File: config.mk
export PLATFORM = sky130hd
export DESIGN_NAME = seg_driver
export DESIGN_NICKNAME = d
export VERILOG_FILES = /design/src/rtl/seg_driver.sv
export SDC_FILE = /design/constraint.sdc
export NUM_CORES = 1
export LEC_CHECK = 0
export ABC_AREA = 1
export BUFFER_PORTS_ARGS = -buffer_cell sky130_fd_sc_hd__buf_2
export CAP_MARGIN = 20
export CORE_UTILIZATION = 60
export CTS_CLUSTER_DIAMETER = 60
export CTS_CLUSTER_SIZE = 28
export DETAILED_ROUTE_END_ITERATION = 10
export PLACE_DENSITY = 0.84
export SKIP_CTS_REPAIR_TIMING = 1
export SLEW_MARGIN = 30
export SYNTH_ARGS = -nofsm -noshare
export SYNTH_HDL_FRONTEND = slang
export SYNTH_SLANG_ARGS = --single-unit
File: constraint.sdc
create_clock -name clock -period 3.3 [get_ports clock]
set_input_delay 0.66 -clock clock [delete_from_list [all_inputs] [get_ports clock]]
set_output_delay 0.66 -clock clock [all_outputs]
set_load 0.005 [all_outputs]
File: src/rtl/seg_driver.sv
// seg_driver
// Time-multiplexed driver for a 4-digit common-anode 7-segment display.
// Shows a 16-bit value as four hex digits, scanning one digit at a time.
//
// Parameters:
//   REFRESH_DIV         clock cycles each digit stays selected (>= 2)
//   BLANK_LEADING_ZEROS 1 = dark digits above the most significant non-zero nibble
//
// Ports:
//   clock     in   system clock, rising edge
//   reset_n   in   asynchronous active-low reset, outputs dark while low
//   bin       in   [15:0] value to display, nibble 0 on the rightmost digit
//   segments  out  [7:0] active-low segment drives {dp,g,f,e,d,c,b,a}
//   digit     out  [3:0] active-low one-hot digit enable, digit[i] shows nibble i
module seg_driver #(
  parameter int REFRESH_DIV         = 50000,
  parameter int BLANK_LEADING_ZEROS = 0
) (
  input  logic        clock,
  input  logic        reset_n,
  input  logic [15:0] bin,
  output logic [7:0]  segments,
  output logic [3:0]  digit
);

  localparam int CW = (REFRESH_DIV > 2) ? $clog2(REFRESH_DIV) : 1;
  localparam logic [CW-1:0] LAST_COUNT = CW'(REFRESH_DIV - 1);

  logic [CW-1:0] count;
  logic [1:0]    index;
  logic [3:0]    nibble;
  logic [6:0]    pattern;
  logic          upper_zero;
  logic          blank;
  logic [7:0]    seg_next;
  logic [3:0]    digit_next;

  // Nibble select and leading-zero detection for the digit being scanned.
  // upper_zero is true when this nibble and every nibble above it are zero;
  // digit 0 is never blanked so a zero value still shows "0".
  always_comb begin
    nibble     = bin[3:0];
    upper_zero = 1'b0;
    case (index)
      2'd0: begin
        nibble     = bin[3:0];
        upper_zero = 1'b0;
      end
      2'd1: begin
        nibble     = bin[7:4];
        upper_zero = (bin[15:4] == 12'h000);
      end
      2'd2: begin
        nibble     = bin[11:8];
        upper_zero = (bin[15:8] == 8'h00);
      end
      default: begin
        nibble     = bin[15:12];
        upper_zero = (bin[15:12] == 4'h0);
      end
    endcase
    blank = upper_zero && (BLANK_LEADING_ZEROS != 0);
  end

  // Hex to active-high gfedcba pattern.
  always_comb begin
    pattern = 7'h00;
    case (nibble)
      4'h0: pattern = 7'h3F;
      4'h1: pattern = 7'h06;
      4'h2: pattern = 7'h5B;
      4'h3: pattern = 7'h4F;
      4'h4: pattern = 7'h66;
      4'h5: pattern = 7'h6D;
      4'h6: pattern = 7'h7D;
      4'h7: pattern = 7'h07;
      4'h8: pattern = 7'h7F;
      4'h9: pattern = 7'h6F;
      4'hA: pattern = 7'h77;
      4'hB: pattern = 7'h7C;
      4'hC: pattern = 7'h39;
      4'hD: pattern = 7'h5E;
      4'hE: pattern = 7'h79;
      default: pattern = 7'h71;
    endcase
  end

  // Segments are inverted for the common-anode board; dp is held off.
  always_comb begin
    seg_next   = blank ? 8'hFF : {1'b1, ~pattern};
    digit_next = ~(4'b0001 << index);
  end

  // Prescaler, scan index and output registers. digit and segments load on
  // the same edge from the pre-edge index, so a digit never shows a
  // neighbour's pattern.
  always_ff @(posedge clock or negedge reset_n) begin
    if (!reset_n) begin
      count    <= '0;
      index    <= 2'd0;
      segments <= 8'hFF;
      digit    <= 4'hF;
    end else begin
      if (count == LAST_COUNT) begin
        count <= '0;
        index <= index + 2'd1;
      end else begin
        count <= count + CW'(1);
      end
      segments <= seg_next;
      digit    <= digit_next;
    end
  end

endmodule

# After elaboration in Yosys (flattened, before gate mapping)
# Memory sizes are Yosys's and may differ from the RTL's.
# Index checks and enable logic that the tools add are counted.
word_totals:
  reg_bits: 29
  mem_bits_ro: 112
  input_bits: 18
  output_inout_bits: 12
  elab_cells: 16
  n_memories: 1
memory_table:
  columns: ["name", "depth", "width", "read_ports", "rd_ports_with_merged_regs", "wr", "line", "text"]
  rows:
  - ["(name not given)", 16, 7, 1, 0, 0, "68", "case (nibble)"]
classes:
  n_addsub: 2
  eq_ne: 3
  shift: 1
  mux: 2
  bitwise: 2
  n_reduce_logical: 1
op_table:
  columns: ["cell", "n"]
  rows:
  - ["$add A16 B1 Y16 const B", 1]
  - ["$eq A16 B16 Y1 const B", 1]
  - ["$mux W16", 1]
  - ["$pmux W4 S3", 1]
  - ["$not A7 Y7", 1]
  - ["$not A4 Y4", 1]
  - ["$shl A1 B2 Y4 const A", 1]
  - ["$add A2 B1 Y2 const B", 1]
  - ["$eq A2 B1 Y1 const B", 1]
  - ["$eq A2 B2 Y1 const B", 1]
  - ["$logic_not A2 Y1", 1]

# Depth between registers and ports, before layout
# Gate-level depths: netlist of run 1.
# An unclocked memory read counts as a cell.
depth:
  ltp_word: 4
  depth_mapped: 12
  mapped_depth_nobuf: 12

# Least setup slack after synthesis of run 1
# OpenSTA, ideal clock, no wires.
synth_path:
  path_kind: "register -> register"
  startpoint: "register index[0]"
  endpoint: "register segments[3]"
  setup_time_ns: 0.076
  arrival_time_ns: 1.950
  slack_ns: 1.275
  stages_incl_launch_ff: 12
  n_path_buf: 0
  path_cell_list: "dfrtp_1 > inv_1 > ha_1 > nand2_1 > nand2_1 > o21ai_0 > inv_1 > ha_1 > nand3_1 > nand2_1 > nand2_1 > nand2_1"
synth_between:
  elab_chain_cells: 4
synth_lines:
  columns: ["item", "line", "text"]
  rows:
  - ["start, declared", "30", "logic [1:0] index;"]
  - ["start signal, assigned", "106", "index <= index + 2'd1;"]
  - ["$eq A2 B2 Y1, or another cell as far along", "44", "case (index)"]
  - ["$pmux W4 S3 *", "44", null]
  - ["$mem_v2 Z16 W7 *", null, null]
  - ["$not A7 Y7 *", "90", "seg_next = blank ? 8'hFF : {1'b1, ~pattern};"]
  - ["via seg_next[3]", "35", "logic [7:0] seg_next;"]
  - ["end signal, assigned", "110", "segments <= seg_next;"]
  - ["end, declared", "22", "output logic [7:0] segments,"]
# Mark *: on every way through the listed nets, which the timed path passes. The rest lies on a longest branch.
# A chain may end at the register's enable or synchronous reset.

# Worst setup path in the final report of run 1
layout_path:
  startpoint: "register index[0]"
  endpoint: "register segments[5]"
# The elaborated chain is that of the path after synthesis.

==> results of run 1 <==
==> state kept, by name (all words and copies together) (netlist names) <==
signal and count:
count 16, digit 4, segments 7, index 2
==> per-layer routing <==
metal	wire, µm	up-vias
li1	-	770
met1	1520	675
met2	1590	37
met3	132	2
met4	21	0
met5	0	-
==> worst max-delay path, delay by kind of cell (launching register included) <==
| family | cells | cell delay (ns) |
|---|---|---|
| compound gates | 1 | 0.53 |
| flops | 1 | 0.44 |
| simple gates | 6 | 0.46 |
| fa+ha+maj | 2 | 0.53 |
| buf+inv | 2 | 0.30 |
==> cell type report <==
type,count,area (µm²)
inverter,33,125
sequential,29,739
clock buffer,8,48.8
fill,229,808
tap,31,38.8
timing repair buffer,28,140
multi-input combinational,165,881
==> final timing paths <==
| check | to | slack [ns] | cells after the start |
|---|---|---|---|
| max reg2reg | segments[5]$_DFF_PN1_ | 0.98 | 11 |
| min in group clock | count[0]$_DFF_PN0_ | 0.46 | 1 |
| min reg2reg | count[0]$_DFF_PN0_ | 0.46 | 1 |
| min | count[5]$_DFF_PN0_ | 0.35 | 1 |
| max | segments[5]$_DFF_PN1_ | 0.98 | 11 |
| max in group asynchronous | count[11]$_DFF_PN0_ | 2.54 | 1 |
==> power by group <==
group / total (mW) / switching, mW / leakage, nW / internal [mW]
Clock: 0.200 / 0.115 / 0.0265 / 0.0847
Combinational: 0.0585 / 0.0354 / 0.708 / 0.0231
Sequential: 0.369 / 0.00135 / 0.352 / 0.367
Total: 0.627 / 0.152 / 1.09 / 0.475
==> cells by family after synthesis <==
group                      Yosys count
adders and majority gates           13
buffers and inverters               35
and+or+nand+nor                    135
xor gates and xnor gates             7
AOI/OAI and AO/OA                    9
DFF                                 29
other                                1
==> per-stage QoR <==
step | std cells | utilization [%] | hold WS [ns]
after global routing | 294 | 70.9 | 0.380
after floorplan | 229 | - | 0.364
final | 294 | 70.9 | 0.348
after detailed placement | 286 | 69.2 | 0.456
after CTS | 294 | 70.9 | 0.356
after global placement | 286 | 69.2 | 0.448
==> cell usage in the layout (no fill, tap or decap), types with 2 or more instances in the layout <==
| cell type | synthesis | final |
|---|---|---|
| nand2_2 | 2 | 2 |
| a21oi_1 | 2 | 2 |
| clkbuf_4 | 0 | 5 |
| buf_2 | 0 | 28 |
| nor2_1 | 22 | 22 |
| xor2_1 | 7 | 7 |
| nand3_1 | 19 | 19 |
| nor3b_1 | 2 | 2 |
| nor2_4 | 2 | 2 |
| nand4_1 | 6 | 6 |
| clkbuf_1 | 0 | 3 |
| dfrtp_1 | 18 | 18 |
| inv_1 | 30 | 30 |
| dfstp_2 | 11 | 11 |
| o21bai_1 | 2 | 2 |
| ha_1 | 13 | 13 |
| inv_2 | 2 | 2 |
| o21ai_0 | 3 | 3 |
| nor2_2 | 3 | 3 |
| or2_2 | 3 | 3 |
| nand2_1 | 74 | 74 |
==> results.py, run 1 <==
metrics = {
    "run_status": {
        "status": "finished, final reports clean",
    },
    "clock_network": {
        "clock_path_buffers": 2,
        "cts_sinks": 29,
        "cts_tree": "yes",
        "path_clk_slew_ns": 0.09,
        "clock-root-buffer": "clkbuf_4",
        "clkLatencyLatePin_ns": 0.32,
        "cts_buffers": 5,
        "cts.htree.levels": 2,
    },
    "cells_and_area": {
        "drive_above_1_share_pct": 22.1,
        "final_nets": 293,
        "postLayoutCellArea_um2": 1970,
        "antenna_cells": 0,
        "synthToLayoutAreaGrowth_pct": 11.8,
    },
    "global_routing": {
        "grt_most_used_layer": "met2",
        "grt_max_degree": 30,
        "grt_usage_pct": 23.5,
        "gr-usage-met2_pct": 39.5,
        "grt_util_met3_pct": 6.51,
        "antenna_found_initial": 0,
        "grt_pass1_vias": 1368,
        "grt_pass1_wl_um": 5660,
        "use_met1_pct": 28.2,
        "grt_overflow": 0,
    },
    "worst_setup_path": {
        "reg2reg_from": "index[0]$_DFFE_PN0N_",
        "cpMaxStageDelayCell": "o21ai_0",
        "cpPeakStageDelay_ns": 0.53,
        "critical_path_class": "reg2reg",
        "cp-startpoint": "index[0]$_DFFE_PN0N_",
        "cp_common_cell": "nand2_1",
        "crit_path_end_kind": "register",
        "cp_data_required_time_ns": 3.55,
        "start_kind": "register",
        "path_max_fanout": 6,
        "cp_cell_sequence": "inv_1 > ha_1 > nand2_1 > nand2_1 > o21ai_0 > inv_1 > ha_1 > nand3_1 > nand2_1 > nand2_1 > nand2_1",
        "worstPathArrival_ns": 2.57,
    },
    "die": {
        "die_w_um": 56.2,
        "rows": 19,
        "core_um2": 2780,
        "pin_count": 30,
        "die_h_um": 56.2,
        "start_util_pct": 63.4,
        "die-area_um2": 3160,
    },
    "yosys": {
        "yosys-mux-area-fraction_pct": 0,
        "yosys.area_share.simple_pct": 33.5,
        "ys_top_cells_by_count": "nand2_1, inv_1, nor2_1",
        "yosys_warnings": 0,
        "synth_edf_count": 0,
        "synth_xor_area_share_pct": 3.48,
        "synth-seq-area-share_pct": 41.9,
        "avgSynthCellArea_um2": 7.70,
        "synth_top_family_by_area": "simple AND/OR/NAND/NOR gates",
        "yosysUniqueCellTypes": 26,
        "synth_top_cell_by_area": "dfrtp_1",
        "syn-num-nets": 260,
        "synth_cells": 229,
        "synthArstFlopShare_pct": 100,
        "synth_area_um2": 1760,
        "synth_area_leaders": "dfrtp_1, dfstp_2, nand2_1",
        "synth_compound_gate_area_share_pct": 3.48,
        "yosys.area.top_type_share_pct": 25.5,
        "synth-main-ff-cell": "dfrtp_1",
        "synth_fa_ha_area_share_pct": 9.22,
        "synth.most_common_cell": "nand2_1",
        "ys_ff_latch": 29,
    },
    "power_and_ir_drop": {
        "vdd_ir_drop_max_mv": 0.318,
        "cellPowerDensity_nw_per_um2": 318,
        "power_mw": 0.627,
        "p_leak_nw": 1.09,
    },
    "timing": {
        "hold_viol_final": 0,
        "layout_setup_ws_ns": 0.979,
        "drv_slew": 0,
        "fin_worst_skew_ns": 0.00554,
        "finalCritPeriodShare_pct": 70.3,
        "worstMarginPinSlew_ns": 0.661,
        "rsz0062_at_grt": "false",
        "fin_setup_tns_ns": 0,
        "period_needed_ns": 2.32,
        "fmax_ghz": 0.431,
        "relSlewSlack_pct": 55.5,
        "final-setup-viol-count": 0,
    },
    "place": {
        "gp_congestion": 0.861,
        "dpl.hpwl_um": 2550,
        "portBuffers": 28,
        "place_area_um2": 1920,
        "pre_cts_slack_ns": 0.984,
    },
    "drt": {
        "via_per_inst": 5.05,
        "avgRoutedWirePerCell_um": 11.1,
        "totalWireLength_um": 3260,
        "firstDrtPassIters": 4,
        "drt-initial-drc-count": 40,
        "ant_nets": 0,
        "route.detailed.drc": 0,
        "num_vias": 1484,
    },
    "hold_path": {
        "hold_class": "in2async",
    },
    "job": {
        "maxCapViolCount": 0,
    },
}
(Power assumes the default switching activity.)
==> run 2: changes to the inputs <==
CORE_UTILIZATION = 55   (was 60)
PLACE_DENSITY = 0.78   (was 0.84)
clock period = 2.35 ns   (was 3.3 ns; I/O delays follow)
==> results.py, run 2 (synthesis results as in run 1) <==
metrics = {
    "worst_setup_path": {
        "cp_data_required_time_ns": 2.63,
        "critical-path-top-delay-family": "buffers and inverters",
        "critical_path_class": "reg2reg",
        "cp_cell_sequence": "inv_1 > ha_1 > nand2_1 > nand2_1 > o21ai_0 > buf_4 > inv_1 > ha_1 > inv_1 > nand3_1 > nand2_1 > nand2_1 > nand2_1",
        "path_max_fanout": 6,
        "crit_path_end_kind": "register",
        "worst-path-buf-inv": 4,
        "cpPeakStageDelay_ns": 0.43,
        "cpMaxStageDelayCell": "dfrtp_1",
        "cp_common_cell": "nand2_1",
        "start_kind": "register",
        "worstPathArrival_ns": 2.16,
    },
    "clock_network": {
        "cts_tree": "yes",
        "cts_sinks": 29,
        "cts.htree.levels": 2,
        "path_clk_slew_ns": 0.09,
        "cts_buffers": 5,
        "clock-root-buffer": "clkbuf_4",
        "clock_path_buffers": 2,
        "clkLatencyLatePin_ns": 0.33,
    },
    "cells_and_area": {
        "final_nets": 295,
        "stdcell_count": 309,
        "top_register": "count",
        "synthToLayoutAreaGrowth_pct": 13.8,
        "largest_reg_flops": 16,
        "antenna_cells": 0,
        "postLayoutCellArea_um2": 2010,
        "post-route-util_pct": 65.7,
        "largest_registers": "count x16, segments x7, digit x4",
        "drive_above_1_share_pct": 23.4,
        "mostFrequentLayoutCell": "nand2_1",
        "mostFrequentLayoutCells": "nand2_1, inv_1, buf_2",
    },
    "place": {
        "placed_cells": 301,
        "gp_congestion": 0.911,
        "place_area_um2": 1960,
        "portBuffers": 28,
        "dpl.hpwl_um": 2510,
    },
    "die": {
        "pin_count": 30,
        "start_util_pct": 57.8,
        "die_h_um": 58.6,
        "die-area_um2": 3440,
        "rows": 20,
        "die_w_um": 58.6,
        "core_um2": 3050,
    },
    "drt": {
        "drt-initial-drc-count": 89,
        "via_per_inst": 4.90,
        "firstDrtPassIters": 4,
        "route.detailed.drc": 0,
        "avgRoutedWirePerCell_um": 10.4,
        "num_vias": 1515,
        "ant_nets": 0,
        "totalWireLength_um": 3200,
    },
    "timing": {
        "period_needed_ns": 1.88,
        "worstMarginPinSlew_ns": 0.613,
        "relSlewSlack_pct": 59.1,
        "finalCritPeriodShare_pct": 79.8,
        "worst_hold_slack_ns": 0.139,
        "fin_worst_skew_ns": 0.00882,
        "drv_slew": 0,
        "fmax_ghz": 0.533,
        "hold_viol_final": 0,
        "final-setup-viol-count": 0,
        "rsz0062_at_grt": "false",
        "fin_setup_tns_ns": 0,
    },
    "power_and_ir_drop": {
        "vdd_ir_drop_max_mv": 0.288,
        "cellPowerDensity_nw_per_um2": 442,
        "p_leak_nw": 1.10,
    },
    "global_routing": {
        "grt_pass1_vias": 1367,
        "grt_util_met3_pct": 7.47,
        "use_met1_pct": 26.6,
        "antenna_found_initial": 0,
        "grt_pass1_wl_um": 5640,
        "gr-usage-met2_pct": 36.8,
        "grt_most_used_layer": "met2",
        "grt_usage_pct": 22.3,
        "grt_max_degree": 30,
        "grt_overflow": 0,
    },
    "job": {
        "maxCapViolCount": 0,
    },
    "run_status": {
        "status": "finished, final reports clean",
    },
    "hold_path": {
        "hold_class": "in2async",
    },
}
[run 2: cell types whose count changed in the layout (fill, tap and decap cells not counted), sizes merged]
cell,before,now
buf,28,30
clkbuf,8,6
clkinv,1,3
[run 2: final cells by class]
cell class / count / area [µm²]
Clock buffer: 6 / 41.3
Clock inverter: 2 / 10.0
Fill cell: 287 / 1050
Inverter: 33 / 125
Multi-Input combinational cell: 165 / 881
Sequential cell: 29 / 739
Tap cell: 44 / 55.1
Timing Repair Buffer: 30 / 155
[run 2: through the flow]
step	setup WS [ns]	total power [mW]
final	0.474	0.887
after global routing	0.266	0.945
after CTS	0.473	0.899
after detailed placement	0.483	0.611
after global placement	0.528	0.610
after floorplan	0.325	0.570
[run 2: worst reg2reg max path, cell delays in order, from the launching register on]
cell and delay, ns:
dfrtp_1 0.43, inv_1 0.10, ha_1 0.26, nand2_1 0.09, nand2_1 0.04, o21ai_0 0.15
buf_4 0.17, inv_1 0.08, ha_1 0.18, inv_1 0.09, nand3_1 0.08, nand2_1 0.08
nand2_1 0.04, nand2_1 0.06
[run 2: path summary, 6_finish.rpt]
kind	startpoint	endpoint	slack, ns	depth (start not counted)
max	index[0]$_DFFE_PN0N_	segments[1]$_DFF_PN1_	0.47	13
min	reset_n	count[10]$_DFF_PN0_	0.14	1
max reg2reg	index[0]$_DFFE_PN0N_	segments[1]$_DFF_PN1_	0.47	13
min reg2reg	count[0]$_DFF_PN0_	count[0]$_DFF_PN0_	0.46	1
max in group asynchronous	reset_n	count[11]$_DFF_PN0_	1.81	1
min in group clock	count[0]$_DFF_PN0_	count[0]$_DFF_PN0_	0.46	1
[run 2: where the power goes]
| part | total (mW) | switching, mW | internal [mW] |
|---|---|---|---|
| combinational | 0.0837 | 0.0491 | 0.0345 |
| sequential | 0.518 | 0.00186 | 0.516 |
| clock | 0.285 | 0.172 | 0.114 |
| total | 0.887 | 0.223 | 0.664 |
[run 2: metal layers]
layer / part of all wire [%] / wire length (µm)
met5: 0 / 0
met4: 2.3 / 73
met3: 4.9 / 156
met2: 48 / 1540
met1: 45 / 1430
==> run 3: changes to the inputs <==
CORE_UTILIZATION = 50   (was 55)
PLACE_DENSITY = 0.75   (was 0.78)
clock period = 1.6 ns   (was 2.35 ns; I/O delays follow)
==> results.py, run 3 (synthesis results as in run 1) <==
metrics = {
    "run_status": {
        "status": "finished with violations",
        "violations": "negative hold slack, negative setup slack",
    },
    "cells_and_area": {
        "mostFrequentLayoutCell": "nand2_1",
        "antenna_cells": 0,
        "final_nets": 310,
        "post-route-util_pct": 69.9,
        "mostFrequentLayoutCells": "nand2_1, buf_2, inv_1",
        "largest_reg_flops": 16,
        "largest_registers": "count x16, segments x7, digit x4",
        "top_register": "count",
        "synthToLayoutAreaGrowth_pct": 33.2,
        "drive_above_1_share_pct": 41.1,
        "fillers": 279,
    },
    "die": {
        "die-area_um2": 3770,
        "pin_count": 30,
        "core_um2": 3360,
        "die_w_um": 61.4,
        "start_util_pct": 52.5,
        "die_h_um": 61.4,
        "rows": 21,
    },
    "drt": {
        "num_vias": 1608,
        "route.detailed.drc": 0,
        "top_layer": "met4",
        "met3WireLength_um": 167,
        "via_per_inst": 4.93,
        "wl_met2_um": 1970,
        "ant_nets": 0,
        "drt-initial-drc-count": 111,
        "totalWireLength_um": 3900,
        "avgRoutedWirePerCell_um": 12.0,
        "met1Wirelength_um": 1690,
        "firstDrtPassIters": 4,
    },
    "worst_setup_path": {
        "cp_common_cell": "nand2_1",
        "cp_cell_sequence": "inv_4 > ha_4 > nand2_2 > nand2_2 > o21ai_4 > inv_2 > ha_4 > nand3_2 > nand2_1 > nand2_1 > nand2_1",
        "r2r_slack_ns": -0.19,
        "worstPathArrival_ns": 2.05,
        "crit_path_end_kind": "register",
        "path_max_fanout": 4,
        "r2r.worst_path.cells": 11,
        "cp_data_required_time_ns": 1.87,
        "cpMaxStageDelayCell": "dfrtp_2",
        "start_kind": "register",
        "reg2reg_from": "index[0]$_DFFE_PN0N_",
        "critical_path_class": "reg2reg",
        "cpPeakStageDelay_ns": 0.46,
        "r2r_end": "segments[3]$_DFF_PN1_",
    },
    "place": {
        "gp_congestion": 0.945,
        "dpl.hpwl_um": 2790,
        "pre_cts_slack_ns": -0.152,
        "portBuffers": 28,
    },
    "timing": {
        "fin_setup_tns_ns": -0.501,
        "hold_viol_final": 5,
        "rsz0062_at_grt": "true",
        "layout_setup_ws_ns": -0.187,
        "fin_worst_skew_ns": 0.00355,
        "finalCritPeriodShare_pct": 112,
        "period_needed_ns": 1.79,
        "worstMarginPinSlew_ns": 0.608,
        "drv_slew": 0,
        "fmax_ghz": 0.560,
        "final-setup-viol-count": 6,
        "relSlewSlack_pct": 59.5,
        "worst_hold_slack_ns": -0.00104,
    },
    "power_and_ir_drop": {
        "p_leak_nw": 1.21,
        "vdd_ir_drop_max_mv": 0.242,
        "cellPowerDensity_nw_per_um2": 571,
        "power_mw": 1.34,
    },
    "global_routing": {
        "antenna_found_initial": 0,
        "grt_usage_pct": 21.8,
        "grt_pass1_vias": 1354,
        "grt_overflow": 0,
        "grt_max_degree": 30,
        "grt_pass1_wl_um": 5840,
    },
    "clock_network": {
        "clock-root-buffer": "clkbuf_4",
        "clkLatencyLatePin_ns": 0.32,
        "cts_buffers": 5,
        "path_clk_slew_ns": 0.09,
        "cts_tree": "yes",
        "cts_sinks": 29,
        "cts.htree.levels": 2,
        "clock_path_buffers": 2,
    },
    "hold_path": {
        "hold_class": "in2async",
    },
    "job": {
        "maxCapViolCount": 0,
    },
}
## run 3: per-layer routing
metal | global-route usage, % | vias up
met3 | 5.88 | 6
li1 | - | 805
met1 | 27.3 | 749
met5 | 0 | -
met4 | 10.8 | 0
met2 | 34.9 | 48
## run 3: area by class of cell
type,instances,area (µm²),share of cell area (%)
multi-input combinational,165,1080,45.9
sequential,29,742,31.6
timing repair buffer,45,290,12.4
inverter,33,133,5.64
tap,46,57.6,2.45
clock buffer,8,48.8,2.08
## run 3: stage by stage
stage | instances | area, µm² | hold slack (ns)
after floorplan | 229 | 1860 | 0.0244
after global placement | 312 | 2120 | 0.372
after detailed placement | 312 | 2120 | 0.378
after CTS | 320 | 2170 | 0.0164
after global routing | 326 | 2350 | 0.0442
final | 326 | 2350 | -0.00104
## run 3: worst max path at each step
| stage | depth (start not counted) | startpoint | end |
|---|---|---|---|
| 2_1_floorplan | 11 | index[1]$_DFFE_PN0N_ | segments[3]$_DFF_PN1_ |
| 3_3_place_gp | 11 | index[1]$_DFFE_PN0N_ | segments[3]$_DFF_PN1_ |
| 3_5_place_dp | 11 | index[1]$_DFFE_PN0N_ | segments[3]$_DFF_PN1_ |
| 4_1_cts | 11 | index[1]$_DFFE_PN0N_ | segments[3]$_DFF_PN1_ |
| 5_1_grt | 11 | index[0]$_DFFE_PN0N_ | segments[3]$_DFF_PN1_ |
| 6_report | 11 | index[0]$_DFFE_PN0N_ | segments[3]$_DFF_PN1_ |
## run 3: report_power, final
group / leakage, nW / internal, mW / switching (mW)
combinational: 0.833 / 0.0754 / 0.0933
clock: 0.0265 / 0.175 / 0.238
sequential: 0.349 / 0.758 / 0.00341
## run 3: critical path, delay by kind of cell (launching register included)
family | cells | cell delay (ns)
DFF | 1 | 0.46
adders and majority gates | 2 | 0.47
buffers and inverters | 2 | 0.16
and+or+nand+nor | 6 | 0.43
AOI/OAI and AO/OA | 1 | 0.21
